==> src/rtl/sseg_scan_mux_if.sv <==
// Bus between the character-ROM sequencer (master) and the seven-segment scan stage (slave).
// Optional SSEG_PWM_EN adds the duty input for anode brightness control.
interface sseg_scan_mux_if;
    // Write path is a bare strobe: wr_en qualifies wr_idx/wr_data for one cycle; the slave has
    // no ready and accepts every strobe, so there is no backpressure to honour.
    logic       wr_en;
    logic [1:0] wr_idx;
    logic [7:0] wr_data;
    logic [3:0] blank_mask;
`ifdef SSEG_PWM_EN
    logic [3:0] duty;
`endif
    logic [7:0] sseg;
    logic [3:0] anode;
    logic       frame_tick;
    logic       dbg_show;
    logic [1:0] dbg_digit;

`ifdef SSEG_PWM_EN
    modport master (
        output wr_en, wr_idx, wr_data, blank_mask, duty,
        input  sseg, anode, frame_tick, dbg_show, dbg_digit
    );
    modport slave (
        input  wr_en, wr_idx, wr_data, blank_mask, duty,
        output sseg, anode, frame_tick, dbg_show, dbg_digit
    );
`else
    modport master (
        output wr_en, wr_idx, wr_data, blank_mask,
        input  sseg, anode, frame_tick, dbg_show, dbg_digit
    );
    modport slave (
        input  wr_en, wr_idx, wr_data, blank_mask,
        output sseg, anode, frame_tick, dbg_show, dbg_digit
    );
`endif
endinterface

==> src/rtl/sseg_scan_mux.sv <==
// Double-buffered 4-digit seven-segment scanner with dead time between digit slots.
// Define SSEG_PWM_EN to gate the lit anode with a 4-bit duty cycle.
module sseg_scan_mux #(
    parameter int REFRESH_DIV = 100000,
    parameter int DEAD_CYC    = 16
) (
    input  logic               clk,
    input  logic               rst,
    sseg_scan_mux_if.slave     bus
);
    localparam int             CW        = (REFRESH_DIV > 1) ? $clog2(REFRESH_DIV) : 1;
    localparam logic [CW-1:0]  SLOT_LAST = CW'(REFRESH_DIV - 1);
    localparam logic [CW-1:0]  DEAD_LAST = CW'(DEAD_CYC - 1);

    typedef enum logic {ST_DEAD, ST_SHOW} state_e;

    state_e          state_q, state_d;
    logic [CW-1:0]   div_cnt_q, div_cnt_d;
    logic [1:0]      digit_q, digit_d;
    logic [3:0][7:0] pending_q, pending_d;
    logic [3:0][7:0] active_q, active_d;
    logic            dirty_q, dirty_d;
    logic [7:0]      sseg_q, sseg_d;
    logic [3:0]      anode_q, anode_d;
    logic            frame_tick_q, frame_tick_d;
    logic            slot_end;
    logic            commit;
`ifdef SSEG_PWM_EN
    logic [3:0]      pwm_cnt_q, pwm_cnt_d;
`endif

    always_comb begin
        slot_end  = (div_cnt_q == SLOT_LAST);
        commit    = slot_end && (digit_q == 2'd3);
        div_cnt_d = slot_end ? '0 : div_cnt_q + CW'(1);

        state_d = state_q;
        digit_d = digit_q;
        sseg_d  = 8'hFF;
        anode_d = 4'hF;
        case (state_q)
            ST_DEAD: begin
                if (div_cnt_q == DEAD_LAST) state_d = ST_SHOW;
            end
            ST_SHOW: begin
                sseg_d  = active_q[digit_q];
                anode_d = ~(4'b0001 << digit_q) | bus.blank_mask;
`ifdef SSEG_PWM_EN
                if (pwm_cnt_q >= bus.duty) anode_d = 4'hF;
`endif
                if (slot_end) begin
                    state_d = ST_DEAD;
                    digit_d = digit_q + 2'd1;
                end
            end
            default: state_d = ST_DEAD;
        endcase

        // Commit copies the pre-edge pending bank; a same-cycle write lands only in pending
        // and re-arms dirty, so it is picked up at the following frame boundary.
        pending_d = pending_q;
        active_d  = active_q;
        dirty_d   = dirty_q;
        if (commit && dirty_q) begin
            active_d = pending_q;
            dirty_d  = 1'b0;
        end
        if (bus.wr_en) begin
            pending_d[bus.wr_idx] = bus.wr_data;
            dirty_d               = 1'b1;
        end
        frame_tick_d = commit;
`ifdef SSEG_PWM_EN
        pwm_cnt_d = pwm_cnt_q + 4'd1;
`endif
    end

    always_ff @(posedge clk or negedge rst) begin
        if (!rst) begin
            state_q      <= ST_DEAD;
            div_cnt_q    <= '0;
            digit_q      <= 2'd0;
            pending_q    <= '1;
            active_q     <= '1;
            dirty_q      <= 1'b0;
            sseg_q       <= 8'hFF;
            anode_q      <= 4'hF;
            frame_tick_q <= 1'b0;
`ifdef SSEG_PWM_EN
            pwm_cnt_q    <= 4'd0;
`endif
        end else begin
            state_q      <= state_d;
            div_cnt_q    <= div_cnt_d;
            digit_q      <= digit_d;
            pending_q    <= pending_d;
            active_q     <= active_d;
            dirty_q      <= dirty_d;
            sseg_q       <= sseg_d;
            anode_q      <= anode_d;
            frame_tick_q <= frame_tick_d;
`ifdef SSEG_PWM_EN
            pwm_cnt_q    <= pwm_cnt_d;
`endif
        end
    end

    assign bus.sseg       = sseg_q;
    assign bus.anode      = anode_q;
    assign bus.frame_tick = frame_tick_q;
    assign bus.dbg_show   = (state_q == ST_SHOW);
    assign bus.dbg_digit  = digit_q;
endmodule
==> src/flat_wrapper.sv <==
// flat-port wrapper written by rule: the top's interface ports become plain ports
module sseg_scan_mux_flat 
#(
    parameter int REFRESH_DIV = 100000,
    parameter int DEAD_CYC    = 16
)
  (clk, rst, bus_wr_en, bus_wr_idx, bus_wr_data, bus_blank_mask, bus_sseg, bus_anode, bus_frame_tick, bus_dbg_show, bus_dbg_digit);
  sseg_scan_mux_if bus_i ();
  input  logic clk;
  input  logic rst;
  input wire logic [$bits(bus_i.wr_en)-1:0] bus_wr_en;
  input wire logic [$bits(bus_i.wr_idx)-1:0] bus_wr_idx;
  input wire logic [$bits(bus_i.wr_data)-1:0] bus_wr_data;
  input wire logic [$bits(bus_i.blank_mask)-1:0] bus_blank_mask;
  output wire logic [$bits(bus_i.sseg)-1:0] bus_sseg;
  output wire logic [$bits(bus_i.anode)-1:0] bus_anode;
  output wire logic [$bits(bus_i.frame_tick)-1:0] bus_frame_tick;
  output wire logic [$bits(bus_i.dbg_show)-1:0] bus_dbg_show;
  output wire logic [$bits(bus_i.dbg_digit)-1:0] bus_dbg_digit;
  assign bus_i.wr_en = bus_wr_en;
  assign bus_i.wr_idx = bus_wr_idx;
  assign bus_i.wr_data = bus_wr_data;
  assign bus_i.blank_mask = bus_blank_mask;
  assign bus_sseg = bus_i.sseg;
  assign bus_anode = bus_i.anode;
  assign bus_frame_tick = bus_i.frame_tick;
  assign bus_dbg_show = bus_i.dbg_show;
  assign bus_dbg_digit = bus_i.dbg_digit;
  sseg_scan_mux #(.REFRESH_DIV(REFRESH_DIV), .DEAD_CYC(DEAD_CYC)) u_core (.clk(clk), .rst(rst), .bus(bus_i));
endmodule
==> config.mk <==
export PLATFORM = sky130hd
export DESIGN_NAME = sseg_scan_mux_flat
export DESIGN_NICKNAME = d
export VERILOG_FILES = /design/src/rtl/sseg_scan_mux_if.sv /design/src/rtl/sseg_scan_mux.sv /design/src/flat_wrapper.sv
export SDC_FILE = /design/constraint.sdc
export NUM_CORES = 1
export LEC_CHECK = 0
export BUFFER_PORTS_ARGS = -buffer_cell sky130_fd_sc_hd__buf_2
export CORE_MARGIN = 2
export CORE_UTILIZATION = 60
export CTS_CLUSTER_SIZE = 28
export DETAILED_ROUTE_END_ITERATION = 6
export GPL_ROUTABILITY_DRIVEN = 0
export PLACE_DENSITY = 0.8
export SETUP_SLACK_MARGIN = 0.2
export SLEW_MARGIN = 5
export SYNTH_ARGS = -nofsm -noshare
export SYNTH_HDL_FRONTEND = slang
export SYNTH_SLANG_ARGS = --single-unit
export TNS_END_PERCENT = 30
==> constraint.sdc <==
create_clock -name clk -period 6.05 [get_ports clk]
set_input_delay 0.3025 -clock clk [delete_from_list [all_inputs] [get_ports clk]]
set_output_delay 0.3025 -clock clk [all_outputs]
set_load 0.1 [all_outputs]
---- Word-level counts from Yosys, hierarchy flattened ----
Index checks and enable logic that the tools add are counted.
operators by class
  shift-type cells ........................ 1
  equal/unequal tests ..................... 3
  $add $sub $neg .......................... 2
  muxes and demuxes ....................... 13
  magnitude comparators ................... 3
  reductions and logical operators ........ 5
  bitwise gates (word level) .............. 3
operators by type and width
  operator               count
  $bwmux 32              1
  $mux 8                 3
  $add 17x1->17 const B  1
  $eq 17x17->1 const B   1
  $eq 17x4->1 const B    1
  $mux 17                1
  $bmux 8 s2             1
  $demux 8 s2            1
  $lt 2x3->1 const B     2
  $mux 1                 4
  $mux 4                 1
  $not 4->4              1
  $or 4x4->4             1
  $shl 1x2->4 const A    1
  $logic_and 1x1->1      3
  $add 2x1->2 const B    1
  $eq 2x2->1 const B     1
  $ge 2x1->1 const B     1
  $pmux 1 s2             1
  $reduce_and 2->1       1
  $reduce_bool 2->1      1
  $not 1->1              1
word-level totals
  input bits .............................. 17
  logic and storage cells ................. 45
  register bits ........................... 98

---- Logic depth before layout (Yosys ltp) ----
Gate-level depths: netlist (run 1).
  depth in word-level cells ............... 5
  mapped depth ............................ 6

---- Worst setup path before layout (run 1) ----
No wires, ideal clock.
  path type ............................... reg2reg
  start ................................... register u_core.digit_q[0], in the netlist u_core.bus.dbg_digit[0]
  end ..................................... register u_core.digit_q[1], in the netlist u_core.bus.dbg_digit[1]
  setup slack ............................. 3.743 ns
  data required time ...................... 5.925 ns
  stages on the path, launching flop included .. 5
  data arrival time ....................... 2.182 ns
  buffers on the path ..................... 1
  clock period less this slack ............ 2.307 ns
  library setup time ...................... 0.125 ns
  cells stage by stage .................... dfrtp_1 -> clkbuf_1 -> inv_1 -> ha_1 -> mux2_2
on the way
  longest elaborated chain between the ends .. 1
RTL lines
  element                 line                 source
  from (decl)             sseg_scan_mux.sv:19  logic [1:0] digit_q, digit_d;
  from (signal assigned)  sseg_scan_mux.sv:95  digit_q <= digit_d;
  $add 2x1->2             sseg_scan_mux.sv:53  digit_d = digit_q + 2'd1;
Every way passes these cells.
A chain may end at the register's enable or synchronous reset.

---- Worst setup path after layout (run 1) ----
  start ................................... register u_core.div_cnt_q[11]
  end ..................................... register u_core.active_q[16] in the netlist's numbering
on the way
  longest elaborated chain between the ends .. 3
RTL lines
  element                 line                 source
  from (decl)             sseg_scan_mux.sv:18  logic [CW-1:0] div_cnt_q, div_cnt_d;
  from (signal assigned)  sseg_scan_mux.sv:94  div_cnt_q <= div_cnt_d;
  $eq 17x17->1            sseg_scan_mux.sv:33  slot_end = (div_cnt_q == SLOT_LAST);
  $logic_and 1x1->1       sseg_scan_mux.sv:34  commit = slot_end && (digit_q == 2'd3);
  $logic_and 1x1->1       sseg_scan_mux.sv:64  if (commit && dirty_q) begin
  to (signal assigned)    sseg_scan_mux.sv:97  active_q <= active_d;
  to (decl)               sseg_scan_mux.sv:21  logic [3:0][7:0] active_q, active_d;
Every way passes these cells.

==> results of run 1 <==
==> worst max-delay path by stage <==
stage                       startpoint                       to  slack [ns]  cells after the start
5_1_grt        u_core.bus.dbg_digit[0]      u_core.active_q[14]        3.65                      5
3_3_place_gp   u_core.bus.dbg_digit[0]      u_core.active_q[18]        3.84                      5
3_5_place_dp   u_core.bus.dbg_digit[0]      u_core.active_q[16]        3.78                      5
4_1_cts        u_core.bus.dbg_digit[0]      u_core.active_q[16]        3.76                      5
6_report          u_core.div_cnt_q[11]      u_core.active_q[16]        3.79                      5
2_1_floorplan  u_core.bus.dbg_digit[0]  u_core.bus.dbg_digit[1]        3.74                      4
==> cells by family (layout without fill, tap and decap cells) <==
group / after synthesis / in the layout / share of synthesized area
compound gates: 2 / 2 / 0.00334
xor+xnor: 16 / 16 / 0.0340
fa+ha+maj: 5 / 5 / 0.0152
buf+inv: 14 / 58 / 0.0182
flops: 98 / 98 / 0.618
mux: 73 / 73 / 0.221
simple gates: 61 / 61 / 0.0899
==> power breakdown <==
part | switching, mW | internal [mW] | total [mW]
Combinational | 0.0340 | 0.0381 | 0.0722
Sequential | 0.0210 | 0.727 | 0.748
Clock | 0.228 | 0.165 | 0.392
==> metal layers <==
layer | up-vias | wire length (um) | global-route usage
li1 | 1034 | - | -
met1 | 1158 | 3380 | 0.289
met2 | 40 | 3050 | 0.291
met3 | 5 | 217 | 0.0351
met4 | 0 | 72 | 0.0795
met5 | - | 0 | 0
==> cell type report <==
class                      count  area (um2)
tap                           80         100
multi-input combinational    157        1500
clock buffer                  10         138
sequential                    98        2550
clock inverter                 6        47.5
timing repair buffer          35         188
fill                         468        2170
inverter                       7        26.3
==> state kept, by name, indices dropped and copies added (netlist names) <==
register and cells:
u_core.active_q 32, u_core.bus.anode 4, u_core.bus.dbg_digit 2, u_core.bus.dbg_show 1, u_core.bus.frame_tick 1, u_core.bus.sseg 8
u_core.dirty_q 1, u_core.div_cnt_q 17, u_core.pending_q 32
==> per-stage QoR <==
stage,std cells,cell area [um2]
final,393,4550
after global routing,393,4550
after CTS,393,4550
after detailed placement,376,4350
after global placement,376,4350
after floorplan,269,4120
==> layout by cell type, fill, tap and decap left out <==
cell type | synthesis | layout
dfstp_2 | 76 | 76
mux2_2 | 64 | 64
buf_2 | 0 | 31
dfrtp_1 | 22 | 22
nor2_1 | 10 | 10
xnor2_1 | 10 | 10
clkbuf_8 | 0 | 10
nor3_1 | 9 | 9
mux4_2 | 8 | 8
nand2b_1 | 8 | 8
inv_1 | 7 | 7
nand3_1 | 7 | 7
nor4_1 | 6 | 6
xor2_1 | 6 | 6
nand4_1 | 5 | 5
nand3b_1 | 5 | 5
ha_1 | 5 | 5
nand2_1 | 4 | 4
buf_4 | 0 | 3
inv_6 | 0 | 2
clkinv_4 | 0 | 2
nand3_4 | 1 | 1
or3_4 | 1 | 1
and3_1 | 1 | 1
nor2b_1 | 1 | 1
o22ai_1 | 1 | 1
or3_1 | 1 | 1
nor4_4 | 1 | 1
nor3b_2 | 1 | 1
mux2_1 | 1 | 1
o21bai_1 | 1 | 1
clkinv_2 | 0 | 1
clkinvlp_4 | 0 | 1
dlygate4sd3_1 | 0 | 1
==> what timing repair did <==
action | in CTS | in global routing
hold buffers | 1 | 0
endpoints found under the hold margin | 14 | 0
resized for setup | 0 | 0
==> impl_metrics.py, run 1 <==
metrics = {
    "clock_network": {
        "numCtsBuffers": 9,
        "clkTransAtPathRegs_ns": 0.09,
        "worst_skew_pair.late_latency_ns": 0.35,
        "cts_num_sinks": 98,
        "clk_path_buf_depth": 2,
        "cts_root_buffer": "clkbuf_8",
        "h-tree-depth": 3,
        "cts_tree": "built",
        "cts_setup_buffers": 0,
    },
    "timing": {
        "tns_ns": 0,
        "fin_ws_ns": 3.79,
        "hold_slack_ns": 0.145,
        "finalHoldViolCount": 0,
        "rsz0062_at_grt": "no",
        "post-route-period-util": 0.374,
        "max_freq_mhz": 442,
        "fin_crit_ns": 2.26,
        "slew_headroom": 0.332,
        "setup_viol": 0,
        "worst_pin_slew_ns": 1.00,
        "finClkSkew_ns": 0.0153,
        "final_max_slew_viol_count": 0,
    },
    "synthesis": {
        "netlist_top_cells_count": "76 x dfstp_2, 64 x mux2_2, 22 x dfrtp_1, 10 x nor2_1, 10 x xnor2_1",
        "yosys_register_bits": 98,
        "ys_async_sr_fraction": 1.00,
        "synth_warnings": 0,
        "synthDistinctLibCells": 28,
        "synth.most_common_cell": "dfstp_2",
        "syn_avg_cell_area_um2": 15.3,
        "ys.flop_type": "dfstp_2",
        "yosysSeqAreaShare": 0.618,
        "synth_nets": 291,
        "synth.largest_area_cell": "dfstp_2",
        "synthTopCellsByArea": "dfstp_2 48%, mux2_2 17%, dfrtp_1 13%, mux4_2 4.4%, xnor2_1 2.1%",
        "synth-edff-count": 0,
        "syn_area_um2": 4120,
        "yosys.area.top_type_share": 0.485,
        "netlist_instances": 269,
    },
    "global_routing": {
        "grt_pass1_wl_um": 11100,
        "grt_usage": 0.196,
        "grt_pass1_vias": 2199,
        "grt_max_degree": 85,
        "grt_overflow": 0,
        "antenna_found_initial": 0,
    },
    "worst_hold_path": {
        "holdPathEnd": "u_core.bus.anode[1]",
        "worstHoldPathCells": 2,
        "hp-class": "input pin to register",
        "hp-start": "bus_blank_mask[1]",
    },
    "place": {
        "port_buffers": 32,
        "place_ws_ns": 3.78,
        "dpl.hpwl_um": 4390,
    },
    "route": {
        "drtIter0Drc": 87,
        "num_vias": 2237,
        "via_per_inst": 5.69,
        "wl_um": 6720,
        "routedWlPerCell_um": 17.1,
        "first_pass_iters": 4,
        "ant_nets": 0,
        "drc": 0,
    },
    "setup_path": {
        "r2r_cells": 5,
        "required_ns": 6.33,
        "path_max_fanout": 32,
        "startpoint_type": "register",
        "reg2reg_to": "u_core.active_q[16]",
        "worstPathCellList": "nor4_1 > nand2_1 > nor4_4 > buf_4 > mux2_2",
        "r2r_slack_ns": 3.79,
        "cp_slowest_stage_delay_ns": 0.46,
        "cp-end-kind": "register",
        "slowest_stage": "nor4_1",
        "cpLargestDelayFamily": "simple AND/OR/NAND/NOR gates",
        "r2r_start": "u_core.div_cnt_q[11]",
        "crit_buf_inv": 1,
        "cp_data_arrival_time_ns": 2.54,
        "path_class": "register to register",
    },
    "cells_and_area": {
        "final_nets": 330,
        "antennaDiodeCount": 0,
        "drive_gt1_frac": 0.645,
        "area_growth_pct": 10.3,
        "post-route-util": 0.677,
    },
    "pwr": {
        "p_leak_nw": 1.91,
        "ir_drop_v": 0.000143,
        "power_mw": 1.21,
        "power_density_nw_per_um2": 267,
    },
    "floorplanning": {
        "io_pins": 33,
        "die_w_um": 86.9,
        "die_area_um2": 7550,
        "core-area_um2": 6720,
        "row_count": 30,
        "start_util": 0.613,
        "die-height_um": 86.9,
    },
    "outcome": {
        "status": "complete, no violations",
    },
    "run": {
        "maxCapViolations": 0,
    },
}
(Power assumes the default switching activity.)
==> run 2: changes to the inputs <==
--- a/config.mk
+++ b/config.mk
@@ -7,11 +7,11 @@
 export LEC_CHECK = 0
 export BUFFER_PORTS_ARGS = -buffer_cell sky130_fd_sc_hd__buf_2
 export CORE_MARGIN = 2
-export CORE_UTILIZATION = 60
+export CORE_UTILIZATION = 53
 export CTS_CLUSTER_SIZE = 28
 export DETAILED_ROUTE_END_ITERATION = 6
 export GPL_ROUTABILITY_DRIVEN = 0
-export PLACE_DENSITY = 0.8
+export PLACE_DENSITY = 0.75
 export SETUP_SLACK_MARGIN = 0.2
 export SLEW_MARGIN = 5
 export SYNTH_ARGS = -nofsm -noshare
==> constraint.sdc (replaced) <==
create_clock -name clk -period 1.91 [get_ports clk]
set_input_delay 0.0955 -clock clk [delete_from_list [all_inputs] [get_ports clk]]
set_output_delay 0.0955 -clock clk [all_outputs]
set_load 0.1 [all_outputs]
==> run 2 against run 1 <==
Compared with the run above: the run now ends with setup timing left; die area grew 13%; setup slack worse by 3.9 ns; sequential power rose to 3.2 times the previous value; final cell count increased by 14%.
==> impl_metrics.py, run 2 (synthesis gave the netlist of run 1 again) <==
metrics = {
    "outcome": {
        "status": "complete, but fails checks",
        "violations": "setup timing",
    },
    "cells_and_area": {
        "top_regs": "u_core.active_q (32), u_core.pending_q (32), u_core.div_cnt_q (17)",
        "antennaDiodeCount": 0,
        "area_growth_pct": 20.9,
        "layout_common_cells": "76 x dfstp_2, 49 x mux2_2, 31 x buf_2",
        "final_common_cell": "dfstp_2",
        "drive_gt1_frac": 0.687,
        "final_area_um2": 4980,
        "final_nets": 362,
        "fill_cells": 561,
    },
    "setup_path": {
        "path_class": "register to register",
        "path_max_fanout": 16,
        "cp_slowest_stage_delay_ns": 0.40,
        "slowest_stage": "or3_4",
        "cp_data_arrival_time_ns": 2.26,
        "required_ns": 2.20,
        "cpLargestDelayFamily": "simple AND/OR/NAND/NOR gates",
        "r2r_start": "u_core.div_cnt_q[0]",
        "cp-end-kind": "register",
        "crit_start": "u_core.div_cnt_q[0]",
        "worstPathCellList": "ha_2 > nand2_2 > or3_4 > nor4_4 > buf_6 > clkbuf_16 > mux2_2",
        "crit_buf_inv": 2,
        "startpoint_type": "register",
    },
    "global_routing": {
        "gr-usage-met2": 0.328,
        "grt_overflow": 0,
        "grt_usage": 0.194,
        "grt_pass1_vias": 2541,
        "grt_max_degree": 35,
        "antenna_found_initial": 0,
        "gr-usage-met3": 0.0394,
        "grt_pass1_wl_um": 12500,
        "grtUsageMet1": 0.250,
        "top_usage_layer": "met2",
    },
    "place": {
        "port_buffers": 32,
        "dpl.hpwl_um": 5070,
        "dpl_cell_area_um2": 4590,
    },
    "timing": {
        "fin_crit_ns": 1.98,
        "setup_viol": 22,
        "post-route-period-util": 1.03,
        "slew_headroom": 0.621,
        "finalHoldViolCount": 0,
        "rsz0062_at_grt": "yes",
        "fin_ws_ns": -0.0668,
        "hold_slack_ns": 0.0174,
        "worst_pin_slew_ns": 0.567,
        "max_freq_mhz": 506,
        "final_max_slew_viol_count": 0,
        "finClkSkew_ns": 0.00633,
    },
    "run": {
        "maxCapViolations": 0,
    },
    "route": {
        "routedWlPerCell_um": 17.5,
        "ant_nets": 0,
        "wl_um": 7830,
        "first_pass_iters": 4,
        "num_vias": 2429,
        "via_per_inst": 5.43,
        "drc": 0,
        "drtIter0Drc": 138,
    },
    "pwr": {
        "power_mw": 3.90,
        "pwr-share-clk": 0.330,
        "p_comb_frac": 0.063,
        "power_density_nw_per_um2": 783,
        "switching_share": 0.225,
        "p_sw_mw": 0.877,
        "internal-power_mw": 3.03,
        "ir_drop_v": 0.000491,
        "p_leak_nw": 2.10,
        "seqPwrFrac": 0.607,
    },
    "clock_network": {
        "clkTransAtPathRegs_ns": 0.09,
        "clk_path_buf_depth": 2,
        "cts_tree": "built",
        "numCtsBuffers": 9,
        "worst_skew_pair.late_latency_ns": 0.36,
        "h-tree-depth": 3,
        "cts_root_buffer": "clkbuf_8",
        "cts_num_sinks": 98,
    },
    "floorplanning": {
        "die_w_um": 92.2,
        "start_util": 0.539,
        "die_area_um2": 8500,
        "io_pins": 33,
        "row_count": 32,
        "die-height_um": 92.2,
        "core-area_um2": 7650,
    },
    "worst_hold_path": {
        "hp-start": "bus_wr_data[4]",
        "hp-class": "input pin to register",
    },
}
run 2: cell types whose count changed in the layout (fill, tap and decap cells not counted), sizes merged:
cell         before  now
inv               9    8
clkinvlp          1    2
clkbuf           10   13
buf              34   60
dlygate4sd3       1    5
clkinv            3    2
run 2: layout make-up:
type                    count  area [um2]  share of cell area
inverters                   7        26.3             0.00527
multi-input cells         157        1580               0.316
flip-flops and latches     98        2550               0.513
clock buffers              11         163              0.0326
well taps                 102         128              0.0256
clock inverters             5        35.0             0.00703
repair buffers             67         502               0.101
run 2: per-stage QoR:
step / worst slack [ns] / std cells / utilization / TNS (ns)
6_report: -0.0668 / 447 / 0.652 / -0.946
4_1_cts: -0.0216 / 442 / 0.632 / -0.333
2_1_floorplan: -0.0301 / 269 / - / -0.888
3_5_place_dp: 0.0136 / 421 / 0.600 / 0
5_1_grt: -0.125 / 447 / 0.652 / -2.73
3_3_place_gp: 0.0397 / 421 / 0.600 / 0
run 2: power by group through the flow:
stage          Combinational (mW)  Clock, mW  Sequential, mW
3_5_place_dp                0.243          0            2.40
6_report                    0.247       1.29            2.37
2_1_floorplan               0.137          0            2.38
3_3_place_gp                0.233          0            2.39
5_1_grt                     0.274       1.41            2.39
4_1_cts                     0.251       1.32            2.36
run 2: worst paths after layout:
check                      slack, ns                    to  cells past startpoint
max                            -0.07    u_core.active_q[6]                      7
min                             0.02  u_core.pending_q[20]                      2
min in group asynchronous       0.21  u_core.div_cnt_q[14]                      2
min reg2reg                     0.50   u_core.div_cnt_q[8]                      1
max reg2reg                    -0.07    u_core.active_q[6]                      7
max in group asynchronous       1.04    u_core.active_q[5]                      3
run 2: metal layers:
| metal | wire length, um | share of wire | vias up |
|---|---|---|---|
| li1 | - | - | 1102 |
| met1 | 3410 | 0.44 | 1267 |
| met2 | 4030 | 0.51 | 50 |
| met3 | 289 | 0.037 | 10 |
| met4 | 101 | 0.013 | 0 |
| met5 | 0 | 0 | - |
run 2: worst register-to-register path, stage by stage (launching register included):
cell and delay (ns):
dfrtp_1 0.37, ha_2 0.20, nand2_2 0.06, or3_4 0.40
nor4_4 0.17, buf_6 0.17, clkbuf_16 0.19, mux2_2 0.35
run 2: repair_timing:
item	4_1_cts	5_1_grt
endpoints found under the setup margin	34	34
setup buffers	0	3
cloned	0	2
gates resized for setup	0	20
endpoints found under the hold margin	22	0
hold buffers	5	0
